===== config.mk =====
export PLATFORM = sky130hd
export DESIGN_NAME = harmonic_series_engine
export DESIGN_NICKNAME = d
export VERILOG_FILES = /design/src/rtl/harmonic_pkg.sv /design/src/rtl/harmonic_recip_rom.sv /design/src/rtl/harmonic_series_engine.sv
export SDC_FILE = /design/constraint.sdc
export NUM_CORES = 1
export LEC_CHECK = 0
export CORE_MARGIN = 2
export CORE_UTILIZATION = 53
export CTS_BUF_LIST = sky130_fd_sc_hd__clkbuf_8 sky130_fd_sc_hd__clkbuf_16
export DETAILED_ROUTE_END_ITERATION = 16
export HOLD_SLACK_MARGIN = 0.05
export PLACE_DENSITY_LB_ADDON = 0.25
export SYNTH_ARGS = -nofsm -noshare
export SYNTH_HDL_FRONTEND = slang
export SYNTH_SLANG_ARGS = --single-unit
export TNS_END_PERCENT = 30

===== constraint.sdc =====
create_clock -name i_clk -period 2.7 [get_ports i_clk]
set_input_delay 0.81 -clock i_clk [delete_from_list [all_inputs] [get_ports i_clk]]
set_output_delay 0.81 -clock i_clk [all_outputs]
set_load 0.01 [all_outputs]

===== src/rtl/harmonic_pkg.sv =====
// Shared types and constants for the harmonic partial-sum engine.
package harmonic_pkg;

    localparam logic MODE_HARM = 1'b0;
    localparam logic MODE_ALT  = 1'b1;

    typedef enum logic [1:0] {
        ST_IDLE,
        ST_RUN,
        ST_DRAIN,
        ST_DONE
    } state_t;

    // Elaboration-time reciprocal: floor(2^frac_w / k); recip(1) is exactly 2^frac_w.
    function automatic logic [63:0] recip(input int unsigned k, input int unsigned frac_w);
        return (64'd1 << frac_w) / 64'(k);
    endfunction

endpackage


===== src/rtl/harmonic_recip_rom.sv =====
// Synchronous-read reciprocal table; entry a holds recip(a+1). Output is registered, no reset.
module harmonic_recip_rom #(
    parameter int N_MAX  = 32,
    parameter int FRAC_W = 16,
    parameter int AW     = (N_MAX > 1) ? $clog2(N_MAX) : 1
) (
    input  logic              i_clk,
    input  logic [AW-1:0]     i_addr,
    output logic [FRAC_W:0]   o_data
);
    import harmonic_pkg::*;

    localparam int RW    = FRAC_W + 1;
    localparam int DEPTH = 2 ** AW;

    logic [FRAC_W:0] w_tab [DEPTH];

    // Rows beyond N_MAX are never addressed; tie them off so the table is fully defined.
    for (genvar g = 0; g < DEPTH; g++) begin : g_tab
        if (g < N_MAX) begin : g_used
            assign w_tab[g] = RW'(recip(g + 1, FRAC_W));
        end else begin : g_pad
            assign w_tab[g] = '0;
        end
    end

    logic [FRAC_W:0] r_data;

    always_ff @(posedge i_clk) begin
        r_data <= w_tab[i_addr];
    end

    assign o_data = r_data;

endmodule


===== src/rtl/harmonic_series_engine.sv =====
// Fixed-point partial-sum engine: S(n) = sum of s_k/k, harmonic or alternating sign,
// with start/busy/done handshake and a registered reciprocal ROM.
module harmonic_series_engine #(
    parameter int N_MAX  = 32,
    parameter int FRAC_W = 16,
    parameter int INT_W  = 4,
    parameter int NW     = $clog2(N_MAX + 1),
    parameter int SUM_W  = INT_W + FRAC_W + 1
) (
    input  logic                    i_clk,
    input  logic                    i_rst,
    input  logic                    i_start,
    input  logic [NW-1:0]           i_n,
    input  logic                    i_mode,
    output logic                    o_busy,
    output logic                    o_done,
    output logic                    o_err,
    output logic signed [SUM_W-1:0] o_sum
);
    import harmonic_pkg::*;

    localparam int            AW     = (N_MAX > 1) ? $clog2(N_MAX) : 1;
    localparam logic [NW-1:0] W_NMAX = NW'(N_MAX);

    state_t                  r_state, w_next;
    logic [NW-1:0]           r_n, r_k;
    logic                    r_mode, r_err, r_vld, r_neg;
    logic signed [SUM_W-1:0] r_sum;
    logic [FRAC_W:0]         w_recip;
    logic signed [SUM_W-1:0] w_recip_ext;
    logic [AW-1:0]           w_addr;
    logic                    w_n_ok;

    assign w_n_ok      = (i_n != '0) && (i_n <= W_NMAX);
    assign w_addr      = AW'(r_k - 1'b1);
    assign w_recip_ext = $signed({{INT_W{1'b0}}, w_recip});

    harmonic_recip_rom #(
        .N_MAX  (N_MAX),
        .FRAC_W (FRAC_W),
        .AW     (AW)
    ) u_rom (
        .i_clk  (i_clk),
        .i_addr (w_addr),
        .o_data (w_recip)
    );

    always_ff @(posedge i_clk) begin
        if (i_rst) r_state <= ST_IDLE;
        else       r_state <= w_next;
    end

    always_comb begin
        w_next = r_state;
        case (r_state)
            ST_IDLE:  if (i_start) w_next = w_n_ok ? ST_RUN : ST_DONE;
            ST_RUN:   if (r_k == r_n) w_next = ST_DRAIN;
            ST_DRAIN: w_next = ST_DONE;
            ST_DONE:  w_next = ST_IDLE;
            default:  w_next = ST_IDLE;
        endcase
    end

    // Valid and sign follow the ROM address by one cycle to line up with its registered output.
    always_ff @(posedge i_clk) begin
        if (i_rst) begin
            r_n    <= '0;
            r_k    <= NW'(1);
            r_mode <= MODE_HARM;
            r_err  <= 1'b0;
            r_vld  <= 1'b0;
            r_neg  <= 1'b0;
            r_sum  <= '0;
        end else begin
            r_vld <= (r_state == ST_RUN);
            r_neg <= (r_mode == MODE_ALT) && !r_k[0];
            if (r_vld)
                r_sum <= r_neg ? (r_sum - w_recip_ext) : (r_sum + w_recip_ext);
            case (r_state)
                ST_IDLE: if (i_start) begin
                    r_sum <= '0;
                    r_err <= !w_n_ok;
                    r_k   <= NW'(1);
                    if (w_n_ok) begin
                        r_n    <= i_n;
                        r_mode <= i_mode;
                    end
                end
                ST_RUN: if (r_k != r_n) r_k <= r_k + 1'b1;
                default: ;
            endcase
        end
    end

    assign o_busy = (r_state == ST_RUN) || (r_state == ST_DRAIN);
    assign o_done = (r_state == ST_DONE);
    assign o_err  = (r_state == ST_DONE) && r_err;
    assign o_sum  = r_sum;

endmodule


==> results.cfg, run 1 <==
[status]
outcome = complete, but fails checks
violations = negative setup slack

[sta]
fmax_mhz = 346
hold_violations = 0
relSlewSlack = 0.341
report.final.slew_viol_count = 0
tightest_slew_ns = 0.982
skew_ns = 0.0189
fin_crit_sh = 1.07
finalWorstSetupSlack_ns = -0.188
period_needed_ns = 2.89
rsz0062_at_grt = true
setup_viol = 10

[pwr]
total_power_mw = 6.62
p_per_area_nw_per_um2 = 1240
ir_drop_uv = 682
p_leak_nw = 2.21

[finish]
nFillCells = 529
nets = 651
final_util = 0.726
n_antenna_cell = 0
syn_to_final_growth_pct = 31.7
multi_input_area_um2 = 2910
seqCellArea_um2 = 1130
drive_gt1_frac = 0.243

[setup_path]
path_class = register to register
cp.required_ns = 2.93
cpLargestDelayFamily = simple AND/OR/NAND/NOR gates
cp_cell_sequence = nor4_4 -> buf_4 -> a21oi_2 -> nor2_1 -> o21ai_1 -> xnor2_1 -> ha_1 -> and4_1 -> nand2_2 -> a211oi_2 -> o31ai_1 -> xnor2_1 -> a21oi_1 -> a31o_1
crit_fanout = 3
worst-path-buf-inv = 1
crit_path_end_kind = register
crit_top_cell = xnor2_1
cp.arrival_ns = 3.12
slowest_delay_ns = 0.35
cp-start-kind = register
critPathSlowestCell = dfxtp_2

[cts]
ctsHoldBuffers = 0
cts-root-buf = clkbuf_8
clock_latency_ns = 0.32
cts_tree = done
cts_buffers = 5
clk_path_buf_depth = 2
cts_sinks = 56
path_clk_slew_ns = 0.11
htree_levels = 2

[synth]
yosysTopAreaCellShare = 0.277
synthTopCellsByArea = dfxtp_1 28%, ha_1 11%, a21oi_1 5.9%, nor2_1 5.4%, xnor2_1 5.2%
synth_top_family_by_area = compound AO/OA/AOI/OAI gates
synth.area.mux_share = 0.0400
postSynthCellCount = 502
synth_cell_types = 69
synth-adder-area-share = 0.113
ys_ff_latch = 56
synth_seq_area_share = 0.277
synthArstFlopShare = 0
yosysTopAreaCell = dfxtp_1
synth_edf_count = 0
avgSynthCellArea_um2 = 8.05
syn_nets = 548
yosys_warnings = 0
synth-xor-area-share = 0.0845
synth-compound-area-share = 0.237
netlist_area_um2 = 4040
synthSimpleGateAreaFrac = 0.206
synthFlopType = dfxtp_1

[flow_run]
max_cap_viol_count = 0

[grt]
grt_pass1_wl_um = 18200
use_met1 = 0.314
grt_pass1_vias = 4043
grt_use_met3 = 0.0315
gr-total-overflow = 0
grt_max_degree = 20
top_usage_layer = met2
grt_use_met2 = 0.472
grt_util_all_layers = 0.262
antenna_found_initial = 0

[floorplan]
die_h_um = 91.3
initial_core_util = 0.551
die_w_um = 91.3
ios = 34
core_area_um2 = 7330
rows = 31
die_area_um2 = 8340

[routing]
viasPerCell = 5.81
drtIter0Drc = 137
drcViolationCount = 0
drt.antenna.violating_nets = 0
num_vias = 4096
wl_per_cell_um = 15.2
drt_first_pass_iters = 5
wirelength_um = 10700

[placement]
dpl.hpwl_um = 7670
place_congestion = 0.934
port-buffer-count = 33

[min_path]
hold_path_class = register to register
report_power, final:
group	total, mW	leakage (nW)	switching (mW)	internal (mW)
logic	4.97	1.71	2.51	2.46
registers	1.15	0.458	0.140	1.02
clock network	0.495	0.0452	0.305	0.190
final cells by class:
cell class	instances	share of cell area
inverters	18	0.0127
well taps	99	0.0233
clock buffers	5	0.0129
flip-flops and latches	56	0.212
repair buffers	119	0.188
clock inverters	3	0.00470
multi-input cells	405	0.547
cell families (layout without fill, tap and decap cells):
kind of cell / count (synthesis) / after routing
flops: 56 / 56
fa+ha+maj: 36 / 36
mux: 16 / 16
simple gates: 171 / 171
buf+inv: 41 / 145
compound gates: 143 / 143
xor+xnor: 39 / 39
cells in the mapped netlist (3+ instances only):
master,count
o211ai_1,5
nand2_1,45
nor2_1,58
xor2_1,15
mux2i_1,15
or3_1,4
o21ai_1,4
nand3_1,9
nor4_1,4
nor3_1,15
o21a_1,7
xnor2_1,24
a31oi_1,11
and2_1,4
a21oi_1,48
a21boi_0,3
buf_2,7
nor2b_1,8
o21ai_0,23
and3_1,4
a211oi_1,7
a21o_1,6
ha_1,35
inv_1,17
dfxtp_1,56
clkbuf_1,13
nor3b_1,3
cells in the final DEF, fill, tap and decap left out, types with 5 or more instances in the layout:
cell / count
a211oi_1: 6
a21o_1: 6
a21oi_1: 37
a21oi_2: 13
a31oi_1: 10
buf_4: 82
clkbuf_8: 5
clkdlybuf4s50_1: 33
dfxtp_1: 52
ha_1: 31
inv_1: 15
mux2i_1: 15
nand2_1: 44
nand3_1: 8
nor2_1: 58
nor2b_1: 7
nor3_1: 11
o211ai_1: 5
o21a_1: 7
o21ai_0: 15
o21ai_1: 9
xnor2_1: 23
xor2_1: 15
path summary, 6_finish.rpt:
kind | startpoint | to | slack (ns) | depth (start not counted)
max | u_rom.o_data[6] | o_sum[20] | -0.19 | 14
min | r_mode | r_neg | 0.47 | 1
max reg2reg | u_rom.o_data[6] | o_sum[20] | -0.19 | 14
min reg2reg | r_mode | r_neg | 0.47 | 1
routing by layer:
metal,vias to the layer above,routed length (um)
li1,1997,-
met1,1953,4640
met2,119,5350
met3,27,418
met4,0,291
met5,-,0
per-stage QoR:
step	hold slack, ns	setup WS [ns]	cell area [um2]	setup TNS, ns	instances
6_report	0.470	-0.188	5320	-1.00	705
5_1_grt	0.494	-0.330	5320	-2.59	705
4_1_cts	0.467	-0.129	5270	-0.281	704
3_5_place_dp	0.474	-0.276	4970	-1.93	684
3_3_place_gp	0.474	-0.177	4970	-0.808	684
2_1_floorplan	0.452	-0.0552	4060	-0.0586	502
state kept, by name, summed over array words and instances (netlist names):
register      flops
r_state           2
r_n               6
u_rom.o_data     17
r_neg             1
r_mode            1
o_sum            21
r_vld             1
r_err             1
r_k               6
what timing repair did:
action                                  CTS  global route
hold endpoints to repair                  0             0
endpoints found under the setup margin   10            11
buffers inserted                         12             1
gates resized for setup                  37            15
pin swaps                                39            12
Note: power is estimated with default switching activity, not from simulation.
==> inputs of run 2 (changes only) <==
- SLEW_MARGIN: not set -> 10
==> results of run 2 <==
The final DEF is identical to that of run 1; final timing and power are the same.
==> inputs of run 3 (changes only) <==
- CORE_UTILIZATION: 53 -> 59
- clock period: 2.7 -> 2.77 ns (I/O delays scaled with it)
==> results.cfg, run 3 (synthesis results as in run 1) <==
[min_path]
min_from = r_mode
hold_path_class = register to register

[grt]
grt_pass1_wl_um = 16400
gr-total-overflow = 0
grt_max_degree = 21
grt_pass1_vias = 3650
grt_util_all_layers = 0.266
antenna_found_initial = 0

[setup_path]
path_class = register to register
critPathSlowestCell = dfxtp_4
rr_worst_depth = 15
cp-start-kind = register
cp.arrival_ns = 3.17
reg2reg_slack_ns = -0.18
cp.required_ns = 3.00
cpLargestDelayFamily = compound AO/OA/AOI/OAI gates
crit_fanout = 5
setup.worst_path.end = o_sum[20]
worst-path-buf-inv = 2
cp_cell_sequence = inv_4 -> ha_4 -> nor2b_4 -> nand3_2 -> nor3_4 -> nor2_1 -> xnor2_1 -> ha_2 -> buf_4 -> nand2_2 -> a211oi_2 -> o31ai_1 -> xnor2_1 -> a21oi_1 -> a31o_1
crit_top_cell = xnor2_1
worstSetupStartpoint = u_rom.o_data[1]
slowest_delay_ns = 0.38
crit_path_end_kind = register
r2r-end = o_sum[20]
crit_cells = 15
r2r-start = u_rom.o_data[1]

[placement]
port-buffer-count = 33
place_ws_ns = -0.112
dp_cells = 651
place_congestion = 0.923
dpl.hpwl_um = 7290
placed_area_um2 = 4830

[sta]
finalWorstSetupSlack_ns = -0.176
fin_crit_sh = 1.06
tightest_slew_ns = 0.948
rsz0062_at_grt = true
setup_viol = 8
skew_ns = 0.0152
report.final.slew_viol_count = 0
fmax_mhz = 339
hold_violations = 0
setup_tns_ns = -0.624
holdWs_ns = 0.483
relSlewSlack = 0.364
period_needed_ns = 2.95

[floorplan]
core_area_um2 = 6720
die_h_um = 86.8
die_area_um2 = 7530
initial_core_util = 0.601
die_w_um = 86.8
ios = 34
rows = 30

[routing]
wirelength_um = 11100
drt.antenna.violating_nets = 0
drt_first_pass_iters = 6
viasPerCell = 6.14
wl_per_cell_um = 16.5
drcViolationCount = 0
drtIter0Drc = 298
num_vias = 4119

[pwr]
total_power_mw = 6.59
ir_drop_uv = 552
p_per_area_nw_per_um2 = 1250
p_leak_nw = 2.17

[finish]
final_cell_mix = 67 x buf_4, 58 x nor2_1, 50 x dfxtp_1
n_antenna_cell = 0
syn_to_final_growth_pct = 30.7
final_common_cell = buf_4
finalNonFillerCells = 671
multi_input_area_um2 = 2990
drive_gt1_frac = 0.228
final_cell_area_um2 = 5280
nets = 636
nFillCells = 435
largest_reg_flops = 21
seqCellArea_um2 = 1140
final_util = 0.786

[cts]
path_clk_slew_ns = 0.12
cts-root-buf = clkbuf_8
cts_tree = done
ctsHoldBuffers = 0
htree_levels = 2
cts_buffers = 5
clock_latency_ns = 0.32
cts_sinks = 56
clk_path_buf_depth = 2

[flow_run]
max_cap_viol_count = 0

[status]
outcome = complete, but fails checks
violations = negative setup slack
run 3: cell types whose count changed in the layout (fill, tap and decap cells not counted), sizes merged:
cell,change
clkinvlp,-1
clkinv,+2
buf,-15
inv,-1
run 3: power by group:
part | switching (mW) | internal, mW
logic | 2.57 | 2.37
clock network | 0.306 | 0.191
registers | 0.164 | 0.996
run 3: timing repair:
item | in CTS | in global routing
setup endpoints to repair | 10 | 11
buffers inserted | 2 | 11
cloned | 0 | 0
resized for setup | 27 | 39
hold endpoints to repair | 0 | 0
pin swaps | 17 | 39
run 3: area by class of cell:
class / instances / area share
Clock buffer: 5 / 0.0130
Clock inverter: 3 / 0.00640
Inverter: 18 / 0.0133
Multi-Input combinational cell: 405 / 0.567
Sequential cell: 56 / 0.215
Tap cell: 80 / 0.0190
Timing Repair Buffer: 104 / 0.166
run 3: layer usage:
metal / global-route usage / vias up / wire length, um
li1: - / 1971 / -
met1: 0.339 / 1931 / 4600
met2: 0.471 / 183 / 5550
met3: 0.0314 / 34 / 656
met4: 0.0767 / 0 / 296
met5: 0 / - / 0
run 3: how the worst min path moves through the flow:
| stage | slack [ns] | cells after the start | to |
|---|---|---|---|
| final | 0.48 | 1 | r_neg |
| after global routing | 0.50 | 1 | r_neg |
| after CTS | 0.49 | 2 | o_sum[17] |
| after detailed placement | 0.47 | 1 | r_neg |
| after global placement | 0.47 | 1 | r_neg |
| after floorplan | 0.45 | 2 | r_mode |
run 3: worst reg2reg max path: stages (launching register included):
cell,delay [ns]
dfxtp_4,0.38
inv_4,0.06
ha_4,0.13
nor2b_4,0.20
nand3_2,0.11
nor3_4,0.20
nor2_1,0.10
xnor2_1,0.24
ha_2,0.35
buf_4,0.15
nand2_2,0.07
a211oi_2,0.04
o31ai_1,0.30
xnor2_1,0.19
a21oi_1,0.13
a31o_1,0.22
